File: src/rtl/escalonador_preempcao_pkg.sv
// Shared definitions for the preemptive round-robin scheduler: FSM state
// encodings, the kernel slot index and the width of a program slot index.
package escalonador_preempcao_pkg;

    // Slot indices are 2 bits wide: kernel plus up to three user programs.
    localparam int PROG_W = 2;

    // Slot 0 always belongs to the kernel.
    localparam logic [PROG_W-1:0] KERNEL_SLOT = '0;

    typedef enum logic [1:0] {
        ESC_KERNEL = 2'd0,
        ESC_RUN    = 2'd1,
        ESC_SAVE   = 2'd2,
        ESC_PARADO = 2'd3
    } esc_estado_t;

endpackage

File: src/rtl/escalonador_preempcao_tabela_pc.sv
// tabela_pc: N_PROGS x PC_W register file holding the saved PC of each slot.
// One synchronous write port, one combinational read port. Reads of a slot
// index outside 0..N_PROGS-1 return 0.
module tabela_pc
    import escalonador_preempcao_pkg::*;
#(
    parameter int N_PROGS = 3,
    parameter int PC_W    = 10
) (
    input  logic              clock,
    input  logic              reset,
    input  logic              i_we,
    input  logic [PROG_W-1:0] i_waddr,
    input  logic [PC_W-1:0]   i_wdata,
    input  logic [PROG_W-1:0] i_raddr,
    output logic [PC_W-1:0]   o_rdata
);

    localparam logic [PROG_W:0] N_LIM = (PROG_W+1)'(N_PROGS);

    logic [PC_W-1:0] r_tabela [N_PROGS];
    logic            w_wr_ok;
    logic            w_rd_ok;

    assign w_wr_ok = ({1'b0, i_waddr} < N_LIM);
    assign w_rd_ok = ({1'b0, i_raddr} < N_LIM);

    // Synchronous write of a saved PC; reset clears every entry.
    always_ff @(posedge clock) begin
        // NOTE: this small table is reset on purpose because software reads
        // saved PCs of slots that may never have run; large RAMs would not be.
        if (reset) begin
            for (int i = 0; i < N_PROGS; i++) begin
                r_tabela[i] <= '0;
            end
        end else if (i_we && w_wr_ok) begin
            r_tabela[i_waddr] <= i_wdata;
        end
    end

    // Combinational read; a write in the same cycle is seen only after the edge.
    assign o_rdata = w_rd_ok ? r_tabela[i_raddr] : '0;

endmodule

File: src/rtl/escalonador_preempcao.sv
// escalonador_preempcao: preemptive round-robin scheduler next to the control
// unit. The kernel (slot 0) dispatches user programs; each runs for QUANTUM
// enabled cycles or until HALT, then its PC is saved and the processor is
// forced back to the kernel entry through a one-cycle preempcao pulse.
// Optional feature macro: ESCALONADOR_RR_EN adds the prox_prog output with
// the next runnable slot after the last preempted one.
module escalonador_preempcao
    import escalonador_preempcao_pkg::*;
#(
    parameter int N_PROGS = 3,
    parameter int QUANTUM = 64,
    parameter int PC_W    = 10
) (
    input  logic            clock,
    input  logic            reset,
    input  logic            habilita,
    input  logic [PC_W-1:0] pc_atual,
    input  logic [1:0]      jump_prog,
    input  logic            jump_register,
    input  logic            reset_cont,
    input  logic            halt,
    input  logic [1:0]      prog_sel,
    output logic            preempcao,
    output logic [PC_W-1:0] pc_salvo,
    output logic [1:0]      prog_ativo,
    output logic [3:0]      concluidos,
`ifdef ESCALONADOR_RR_EN
    output logic [1:0]      prox_prog,
`endif
    output logic            parado
);

    localparam int              CNT_W   = (QUANTUM > 2) ? $clog2(QUANTUM) : 1;
    localparam logic [CNT_W-1:0] CNT_MAX = CNT_W'(QUANTUM - 1);
    localparam logic [PROG_W:0]  N_LIM   = (PROG_W+1)'(N_PROGS);

    esc_estado_t       r_estado;
    logic [CNT_W-1:0]  r_contador;
    logic              r_preempcao;
    logic [PROG_W-1:0] r_prog_ativo;
    logic [3:0]        r_concluidos;
    logic              r_parado;
    logic              w_jump_valido;
    logic              w_grava;

    // A kernel jump only counts when it names an existing user slot.
    assign w_jump_valido = jump_register && (jump_prog != KERNEL_SLOT) &&
                           ({1'b0, jump_prog} < N_LIM);

    // The PC of the interrupted program is captured during the SAVE cycle.
    assign w_grava = (r_estado == ESC_SAVE);

`ifdef ESCALONADOR_RR_EN
    logic [PROG_W-1:0] r_prox_prog;

    // First slot after 'atual' (wrapping N_PROGS-1 -> 1) not yet halted; 0 if none.
    function automatic logic [PROG_W-1:0] proximo_slot(input logic [PROG_W-1:0] atual,
                                                       input logic [3:0]        feitos);
        logic [PROG_W-1:0] escolha;
        logic              achou;
        int                idx;
        escolha = KERNEL_SLOT;
        achou   = 1'b0;
        for (int k = 1; k < N_PROGS; k++) begin
            idx = ((int'(atual) - 1 + k) % (N_PROGS - 1)) + 1;
            if (!achou && !feitos[idx]) begin
                escolha = idx[PROG_W-1:0];
                achou   = 1'b1;
            end
        end
        return escolha;
    endfunction

    assign prox_prog = r_prox_prog;
`endif

    // Scheduler FSM: state, quantum counter and all registered outputs.
    always_ff @(posedge clock) begin
        // NOTE: non-blocking assignments keep every register in this block
        // sampling pre-edge values, so the order of statements does not matter.
        if (reset) begin
            r_estado     <= ESC_KERNEL;
            r_contador   <= '0;
            r_preempcao  <= 1'b0;
            r_prog_ativo <= KERNEL_SLOT;
            r_concluidos <= '0;
            r_parado     <= 1'b0;
`ifdef ESCALONADOR_RR_EN
            r_prox_prog  <= KERNEL_SLOT;
`endif
        end else begin
            case (r_estado)
                ESC_KERNEL: begin
                    r_contador <= '0;
                    if (halt) begin
                        r_estado <= ESC_PARADO;
                        r_parado <= 1'b1;
                    end else if (w_jump_valido) begin
                        r_estado                <= ESC_RUN;
                        r_prog_ativo            <= jump_prog;
                        r_concluidos[jump_prog] <= 1'b0;
                    end
                end
                ESC_RUN: begin
                    // Halt beats expiry so the program is recorded as finished.
                    if (halt) begin
                        r_concluidos[r_prog_ativo] <= 1'b1;
                        r_estado                   <= ESC_SAVE;
                        r_preempcao                <= 1'b1;
                        r_contador                 <= '0;
                    end else if (reset_cont) begin
                        r_contador <= '0;
                    end else if (habilita) begin
                        if (r_contador == CNT_MAX) begin
                            r_estado    <= ESC_SAVE;
                            r_preempcao <= 1'b1;
                            r_contador  <= '0;
                        end else begin
                            r_contador <= r_contador + CNT_W'(1);
                        end
                    end
                end
                ESC_SAVE: begin
                    r_estado     <= ESC_KERNEL;
                    r_preempcao  <= 1'b0;
                    r_prog_ativo <= KERNEL_SLOT;
                    r_contador   <= '0;
`ifdef ESCALONADOR_RR_EN
                    r_prox_prog  <= proximo_slot(r_prog_ativo, r_concluidos);
`endif
                end
                ESC_PARADO: begin
                    r_estado <= ESC_PARADO;
                end
                default: begin
                    r_estado <= ESC_KERNEL;
                end
            endcase
        end
    end

    tabela_pc #(
        .N_PROGS (N_PROGS),
        .PC_W    (PC_W)
    ) u_tabela_pc (
        .clock   (clock),
        .reset   (reset),
        .i_we    (w_grava),
        .i_waddr (r_prog_ativo),
        .i_wdata (pc_atual),
        .i_raddr (prog_sel),
        .o_rdata (pc_salvo)
    );

    assign preempcao  = r_preempcao;
    assign prog_ativo = r_prog_ativo;
    assign concluidos = r_concluidos;
    assign parado     = r_parado;

endmodule

File: config.mk
export PLATFORM = sky130hd
export DESIGN_NAME = escalonador_preempcao
export DESIGN_NICKNAME = d
export VERILOG_FILES = /design/src/rtl/escalonador_preempcao_pkg.sv /design/src/rtl/escalonador_preempcao_tabela_pc.sv /design/src/rtl/escalonador_preempcao.sv
export SDC_FILE = /design/constraint.sdc
export NUM_CORES = 1
export LEC_CHECK = 0
export ABC_AREA = 1
export CAP_MARGIN = 30
export CORE_MARGIN = 4
export CORE_UTILIZATION = 45
export CTS_CLUSTER_SIZE = 25
export DETAILED_ROUTE_END_ITERATION = 12
export DONT_BUFFER_PORTS = 1
export HOLD_SLACK_MARGIN = 0.06
export PLACE_DENSITY_LB_ADDON = 0.2
export REMOVE_ABC_BUFFERS = 1
export SYNTH_ARGS = -nofsm -noshare
export SYNTH_HDL_FRONTEND = slang
export SYNTH_SLANG_ARGS = --single-unit
File: constraint.sdc
create_clock -name clock -period 3.05 [get_ports clock]
set_input_delay 0.4575 -clock clock [delete_from_list [all_inputs] [get_ports clock]]
set_output_delay 0.4575 -clock clock [all_outputs]
set_load 0.01 [all_outputs]
# [Word-level counts from Yosys, hierarchy flattened]
# Memories as Yosys holds them, arrays and structs flattened.
# Cells that the tools add are included.
[word_totals] mem_count=1 regBits=16 wordCells=86 ramBits=30
[classes] n_lt_le_gt_ge=7 eq_ne=12 reduce_logical=19 bitwise_logic=3 muxes=37 add_sub_neg=1
[mem_list] memory="u_tabela_pc.r_tabela" words=3 width=10 rd=1 rd_clocked_by_memory_dff=0 wr=3 line="escalonador_preempcao_tabela_pc.sv:21" source="logic [PC_W-1:0] r_tabela [N_PROGS];"
[op_table] cell="6-bit 2-to-1 mux" n=4
[op_table] cell="10-bit 2-to-1 mux" n=2
[op_table] cell="2-bit 2-to-1 mux" n=9
[op_table] cell="1-bit 2-to-1 mux" n=12
[op_table] cell="4-bit 2-to-1 mux" n=3
[op_table] cell="3-bit != test (second input constant)" n=4
[op_table] cell="6-bit case mux with 2 select lines" n=1
[op_table] cell="4-bit AND reduction" n=3
[op_table] cell="2-bit nonzero test" n=5
[op_table] cell="10-bit OR reduction" n=1
[op_table] cell="2-bit case mux with 4 select lines" n=1
[op_table] cell="4-bit case mux with 2 select lines" n=1
[op_table] cell="6-bit by 1-bit adder with 6-bit output (second input constant)" n=1
[op_table] cell="6-bit equality test (second input constant)" n=1
[op_table] cell="2-bit < comparator (second input constant)" n=3
[op_table] cell="2-bit by 3-bit < comparator with 1-bit output (second input constant)" n=2
[op_table] cell="2-bit != test (second input constant)" n=3
[op_table] cell="1-bit logical AND" n=5
[op_table] cell="4-bit AND" n=1
[op_table] cell="1-bit demux with 2-bit select" n=2
[op_table] cell="2-bit equality test (second input constant)" n=2
[op_table] cell="2-bit by 1-bit greater-or-equal comparator with 1-bit output (second input constant)" n=2
[op_table] cell="4-bit != test (second input constant)" n=1
[op_table] cell="4-bit inverter" n=1
[op_table] cell="8 further kinds" n=9

# [Longest topological paths before layout]
# Gate-level depths: netlist (run 1).
[depth] word_depth=9 depth_mapped=11 depth_no_buf=11

# [Hierarchy]
# Synthesis (run 1) repeated with hierarchy kept, for this count alone.
[unflattened] hier_cells=335 hier_area_um2=2743.9
[by_module_without_submodules] mod="tabela_pc" n_inst=1 cells_per_inst=182 seq_area_each_um2=1081.0 area_per_inst_um2=1721.7
[by_module_without_submodules] mod="escalonador_preempcao" n_inst=1 cells_per_inst=153 seq_area_each_um2=320.3 area_per_inst_um2=1022.2

# [Least setup slack after synthesis (run 1)]
# Ideal clock, no wire load.
[synth_path] kind="input to output" start="input port prog_sel[1]" end="output port pc_salvo[4]" path_buffers=1 slack_ns=1.400 arrival_time_ns=1.193 stages=3 path_cell_list="clkbuf_1 nand2_1 o32ai_1"
[synth_via] elab_chain_cells=2
[synth_lines] element="start: declaration" line="escalonador_preempcao.sv:22" source="input logic [1:0] prog_sel,"
[synth_lines] element="memory read 3 x 10 bit or 2-bit < comparator (tied branches)"
[synth_lines] element="10-bit 2-to-1 mux *" line="escalonador_preempcao_tabela_pc.sv:42" source="assign o_rdata = w_rd_ok ? r_tabela[i_raddr] : '0;"
[synth_lines] element="end: declaration" line="escalonador_preempcao.sv:24" source="output logic [PC_W-1:0] pc_salvo,"
# Mark *: on every way between the ends. The rest lies on a longest branch, timed or not.

==> flow_summary_export.csv, run 1 <==
group,metric,value,unit
sta,relSlewSlack,0.643,
sta,fin_skew,5.76,ps
die,start_util,0.473,
clocking,path_clk_slew,90,ps
sta,period_needed,2010,ps
worst_hold_path,hold_path.class,"primary input to register",
drt,drt_iter0_markers,106,
sta,fin_hold_ws,216,ps
clocking,cts.sink_count,50,
clocking,cts-buffers-inserted,5,
power_and_ir_drop,clkPwrFrac,0.224,
setup_path,cp_max_fo,11,
power_and_ir_drop,power_frac_seq,0.511,
placed_design,place_hpwl,3.91,mm
die,die_area,0.00672,sq mm
placed_design,gp_congestion,0.828,
clocking,cts_resized,0,
logic_synthesis,ys.flop_type,"edfxtp_1",
die,die_y,82.0,microns
logic_synthesis,synth_edf_count,34,
grt,antenna_found_initial,0,
logic_synthesis,yosysSeqAreaShare,0.545,
logic_synthesis,yosysTopAreaCellShare,0.415,
grt,grt_overflow,0,
setup_path,cpPeakStageDelay,440,ps
logic_synthesis,synthMostInstantiatedCell,"nor2_1",
drt,drt-total-wl,5.06,mm
power_and_ir_drop,peakVddDrop,0.517,mV
cells_and_area,syn2layout_area_growth,6.15,%
drt,avgRoutedWirePerCell,13.6,microns
power_and_ir_drop,power_frac_comb,0.264,
logic_synthesis,ys_seq_elements,50,
drt,drc,0,
setup_path,worstPathRequired,3010,ps
setup_path,path_buf_inv,2,
setup_path,worstPathArrival,1970,ps
power_and_ir_drop,p_per_area,663,mW/mm^2
sta,final.setup.tns,0,ps
drt,avgViaCountPerCell,5.08,
cells_and_area,nets,326,
drt,ant_nets,0,
cells_and_area,num_antenna_cells,0,
setup_path,crit_family,"simple AND/OR/NAND/NOR gates",
sta,finalCritPeriodShare,0.660,
power_and_ir_drop,power_switching,0.614,mW
cells_and_area,fin_cells,372,
sta,finalSetupViolCount,0,
grt,grt_max_degree,22,
setup_path,start_kind,"register",
clocking,hold_buffers,0,
setup_path,cp_cell_sequence,"inv_1 > ha_1 > inv_1 > nor2_1 > nand3_1 > nand2_1",
clocking,cts_tree,"done",
clocking,cts_max_level,2,
die,design.core.area,0.00520,sq mm
power_and_ir_drop,swShare,0.355,
grt,grt_usage,0.161,
die,die_w,82.0,microns
status,status,"finished clean",
clocking,postCtsSetupBuffers,0,
logic_synthesis,netlist_top_cells_count,"nor2_1 (72), nand2_1 (51), edfxtp_1 (34), inv_1 (34), o21ai_0 (23)",
drt,vias,1889,
setup_path,slowest_stage,"nand2_1",
sta,rsz0062_at_grt,"false",
die,std_cell_rows,26,
grt,grt_first_pass_wirelength,8.09,mm
cells_and_area,drive_gt1_frac,0.0464,
grt,grt_pass1_vias,1774,
sta,worstMarginPinSlew,534,ps
setup_path,end_kind,"register",
job,cap_violations,0,
cells_and_area,fin_util,0.502,
power_and_ir_drop,p_int,1.12,mW
sta,fmax,497,MHz
clocking,cts_root_buffer,"clkbuf_8",
setup_path,path_class,"register to register",
logic_synthesis,synthTopCellsByArea,"edfxtp_1 (41%), dfxtp_1 (13%), nor2_1 (11%)",
placed_design,post-place-ws,1050,ps
logic_synthesis,yosysTopAreaCell,"edfxtp_1",
logic_synthesis,async_flop_share,0,
power_and_ir_drop,p_leak,1.07,nW
logic_synthesis,syn_inst,299,
logic_synthesis,avgSynthCellArea,8.23,sq um
drt,dr.pass1.iters,4,
clocking,cts_max_path_buffers,2,
sta,hold_viol,0,
setup_path,path_common_cell,"inv_1",
die,num_io_pins,38,
clocking,clk_latency,300,ps
logic_synthesis,yosysWarnings,0,
placed_design,io_buffer_count,0,
sta,setup_slack,1040,ps
sta,slew_viol_final,0,
logic_synthesis,synth_area,0.00246,sq mm
logic_synthesis,yosysUniqueCellTypes,23,
placed_design,dp_cells,364,
## stage by stage
stage                     instance area (sq um)  power [mW]
final                                      2610        1.73
after global routing                       2610        1.85
after CTS                                  2610        1.75
after detailed placement                   2520        1.36
after global placement                     2520        1.35
after floorplan                            2430        1.24
## flip-flops by register name (all words and copies together), names as in the netlist
name	count
concluidos	4
parado	1
preempcao	1
prog_ativo	2
r_contador	6
r_estado	2
u_tabela_pc.r_tabela	34
## power groups by stage
stage                     logic (mW)  clock network, mW  registers [mW]
after floorplan                0.359                  0           0.883
after global placement         0.449                  0           0.901
after detailed placement       0.454                  0           0.903
after CTS                      0.457              0.403           0.887
after global routing           0.526              0.428           0.898
final                          0.458              0.388           0.886
## routing by layer
layer  wire (microns)  GRT usage
met1             2200      0.203
met3              300     0.0351
met5                0          0
met4               58     0.0498
met2             2490      0.273
## kinds of logic (layout without fill, tap and decap cells)
| group | count (synthesis) | count (layout) | synth area share |
|---|---|---|---|
| DFF | 50 | 50 | 0.545 |
| other | 1 | 4 | 0.00152 |
| and+or+nand+nor | 155 | 155 | 0.265 |
| AOI/OAI and AO/OA | 43 | 43 | 0.0900 |
| adders and majority gates | 5 | 5 | 0.0254 |
| buffers and inverters | 45 | 45 | 0.0727 |
## worst paths after layout
| check | start | endpoint | slack [ps] | cells past startpoint |
|---|---|---|---|---|
| max | r_estado[0]$_SDFFE_PP0P_ | u_tabela_pc.r_tabela[1][7]$_SDFFCE_PN0P_ | 1040 | 6 |
| min | reset | concluidos[0]$_SDFFE_PP0P_ | 220 | 1 |
| max reg2reg | r_estado[0]$_SDFFE_PP0P_ | u_tabela_pc.r_tabela[1][7]$_SDFFCE_PN0P_ | 1040 | 6 |
| min reg2reg | parado$_SDFFE_PP0P_ | parado$_SDFFE_PP0P_ | 500 | 2 |
## cell type report
cell class | instances | area (sq um)
multi-input cells | 207 | 952
flip-flops and latches | 50 | 1340
clock inverters | 3 | 21.3
fillers | 513 | 2590
clock buffers | 5 | 68.8
inverters | 37 | 141
well taps | 70 | 87.6
## layout by cell type, fill, tap and decap left out, types with 2 or more instances in the layout
master / Yosys / layout
nand2_1: 51 / 51
ha_1: 5 / 5
o21ai_0: 23 / 23
nand3_2: 2 / 2
o21ai_1: 2 / 2
a21oi_1: 16 / 16
inv_4: 1 / 3
nand3_1: 20 / 20
nor2_1: 72 / 72
inv_1: 34 / 34
conb_1: 1 / 4
dfxtp_1: 16 / 16
nand4_1: 7 / 7
edfxtp_1: 34 / 34
clkbuf_8: 0 / 5
## worst register-to-register path, stage by stage, from the launching register on
cell and delay, ps:
dfxtp_1 350, inv_1 90, ha_1 230, inv_1 100, nor2_1 170, nand3_1 300
nand2_1 440
Note: power is estimated with default switching activity, not from simulation.
==> run 2, diff against run 1 <==
==> constraint.sdc (replaced) <==
create_clock -name clock -period 1.85 [get_ports clock]
set_input_delay 0.2775 -clock clock [delete_from_list [all_inputs] [get_ports clock]]
set_output_delay 0.2775 -clock clock [all_outputs]
set_load 0.01 [all_outputs]
==> flow_summary_export.csv, run 2 (synthesis results as in run 1) <==
group,metric,value,unit
clocking,clk_latency,300,ps
power_and_ir_drop,power.total,3.00,mW
grt,antenna_found_initial,0,
clocking,cts_max_level,2,
cells_and_area,largest_reg_flops,34,
drt,ant_nets,0,
power_and_ir_drop,peakVddDrop,0.753,mV
power_and_ir_drop,p_per_area,1100,mW/mm^2
sta,finalSetupViolCount,0,
clocking,path_clk_slew,90,ps
drt,drc,0,
job,cap_violations,0,
grt,grt_usage,0.166,
drt,dr.pass1.iters,4,
clocking,cts_max_path_buffers,2,
status,status,"finished clean",
sta,slew_viol_final,0,
cells_and_area,largest_register,"u_tabela_pc.r_tabela",
cells_and_area,layout_common_cells,"nor2_1 (72), nand2_1 (50), inv_1 (34), edfxtp_1 (34), o21ai_0 (23)",
power_and_ir_drop,power_frac_seq,0.485,
cells_and_area,num_antenna_cells,0,
grt,met3_usage,0.0504,
cells_and_area,design_area,0.00274,sq mm
cells_and_area,fin_util,0.526,
sta,fin_hold_ws,217,ps
worst_hold_path,hold_path.class,"primary input to register",
setup_path,crit_family,"simple AND/OR/NAND/NOR gates",
power_and_ir_drop,p_leak,1.13,nW
sta,fmax,594,MHz
power_and_ir_drop,p_int,2.00,mW
sta,setup_slack,166,ps
placed_design,dp_cells,371,
setup_path,end_kind,"register",
cells_and_area,nets,338,
sta,rsz0062_at_grt,"false",
cells_and_area,layout_commonest_cell,"nor2_1",
cells_and_area,fin_cells,384,
clocking,cts-buffers-inserted,5,
placed_design,post-place-ws,140,ps
sta,final.setup.tns,0,ps
grt,grt_pass1_vias,1867,
setup_path,path_buf_inv,2,
setup_path,slowest_stage,"dfxtp_1",
cells_and_area,seqCellArea,0.00134,sq mm
placed_design,io_buffer_count,0,
setup_path,cp_cell_sequence,"inv_1 > ha_1 > inv_2 > nor2_4 > nor2_1 > nand3_1 > nand2_1 > a21oi_1",
drt,avgViaCountPerCell,4.99,
drt,drt_iter0_markers,95,
placed_design,placed_area,0.00257,sq mm
cells_and_area,syn2layout_area_growth,11.2,%
grt,grt_overflow,0,
grt,grt_max_degree,17,
power_and_ir_drop,power_switching,1.00,mW
setup_path,worstPathRequired,2040,ps
die,start_util,0.473,
die,std_cell_rows,26,
grt,grtUsageMet2,0.279,
grt,grt_first_pass_wirelength,8.34,mm
setup_path,worstPathArrival,1870,ps
sta,period_needed,1680,ps
drt,vias,1918,
grt,use_met1,0.203,
sta,fin_skew,5.93,ps
cells_and_area,nFillCells,506,
drt,avgRoutedWirePerCell,13.3,microns
placed_design,gp_congestion,0.821,
die,die_area,0.00672,sq mm
clocking,cts_tree,"done",
setup_path,start_kind,"register",
cells_and_area,multi_input_area,955,sq um
setup_path,path_class,"register to register",
cells_and_area,drive_gt1_frac,0.0669,
die,die_w,82.0,microns
sta,hold_viol,0,
power_and_ir_drop,power_frac_comb,0.260,
setup_path,cp_max_fo,7,
sta,finalCritPeriodShare,0.910,
die,die_y,82.0,microns
power_and_ir_drop,swShare,0.334,
placed_design,place_hpwl,3.62,mm
die,design.core.area,0.00520,sq mm
clocking,cts_root_buffer,"clkbuf_8",
grt,busiest_layer,"met2",
clocking,cts.sink_count,50,
drt,drt-total-wl,5.10,mm
die,num_io_pins,38,
setup_path,cpPeakStageDelay,390,ps
power_and_ir_drop,clkPwrFrac,0.255,
==> run 2: worst paths after layout <==
check                                                 from                                  endpoint  slack, ps  cells past startpoint
worst min-delay path                           pc_atual[5]  u_tabela_pc.r_tabela[1][5]$_SDFFCE_PN0P_        220                      2
worst max register to register    r_estado[1]$_SDFFE_PP0P_                concluidos[1]$_SDFFE_PP0P_        170                      8
worst min register to register  r_contador[4]$_SDFFE_PP0P_                r_contador[4]$_SDFFE_PP0P_        500                      2
worst max-delay path              r_estado[1]$_SDFFE_PP0P_                concluidos[1]$_SDFFE_PP0P_        170                      8
==> run 2: power by group through the flow <==
stage / Clock [mW] / Combinational (mW) / Sequential (mW)
floorplan: 0 / 0.592 / 1.46
global placement: 0 / 0.750 / 1.48
detailed placement: 0 / 0.761 / 1.48
CTS: 0.791 / 0.777 / 1.46
global route: 0.839 / 0.901 / 1.47
finish: 0.764 / 0.780 / 1.45
==> run 2: repair_timing <==
item,in CTS,in global routing
endpoints found under the hold margin,11,0
resized for setup,0,1
hold buffers,5,0
setup buffers,0,0
setup endpoints to repair,0,4
==> run 2: per-layer routing <==
metal	share of wire	wire, microns
met5	0	0
met4	0.013	67
met3	0.068	347
met2	0.48	2460
met1	0.44	2220
==> run 2: area by class of cell <==
type,count,share of cell area
Tap cell,70,0.0320
Sequential cell,50,0.490
Multi-Input combinational cell,207,0.349
Timing Repair Buffer,12,0.0375
Clock buffer,6,0.0265
Inverter,37,0.0516
Clock inverter,2,0.0137
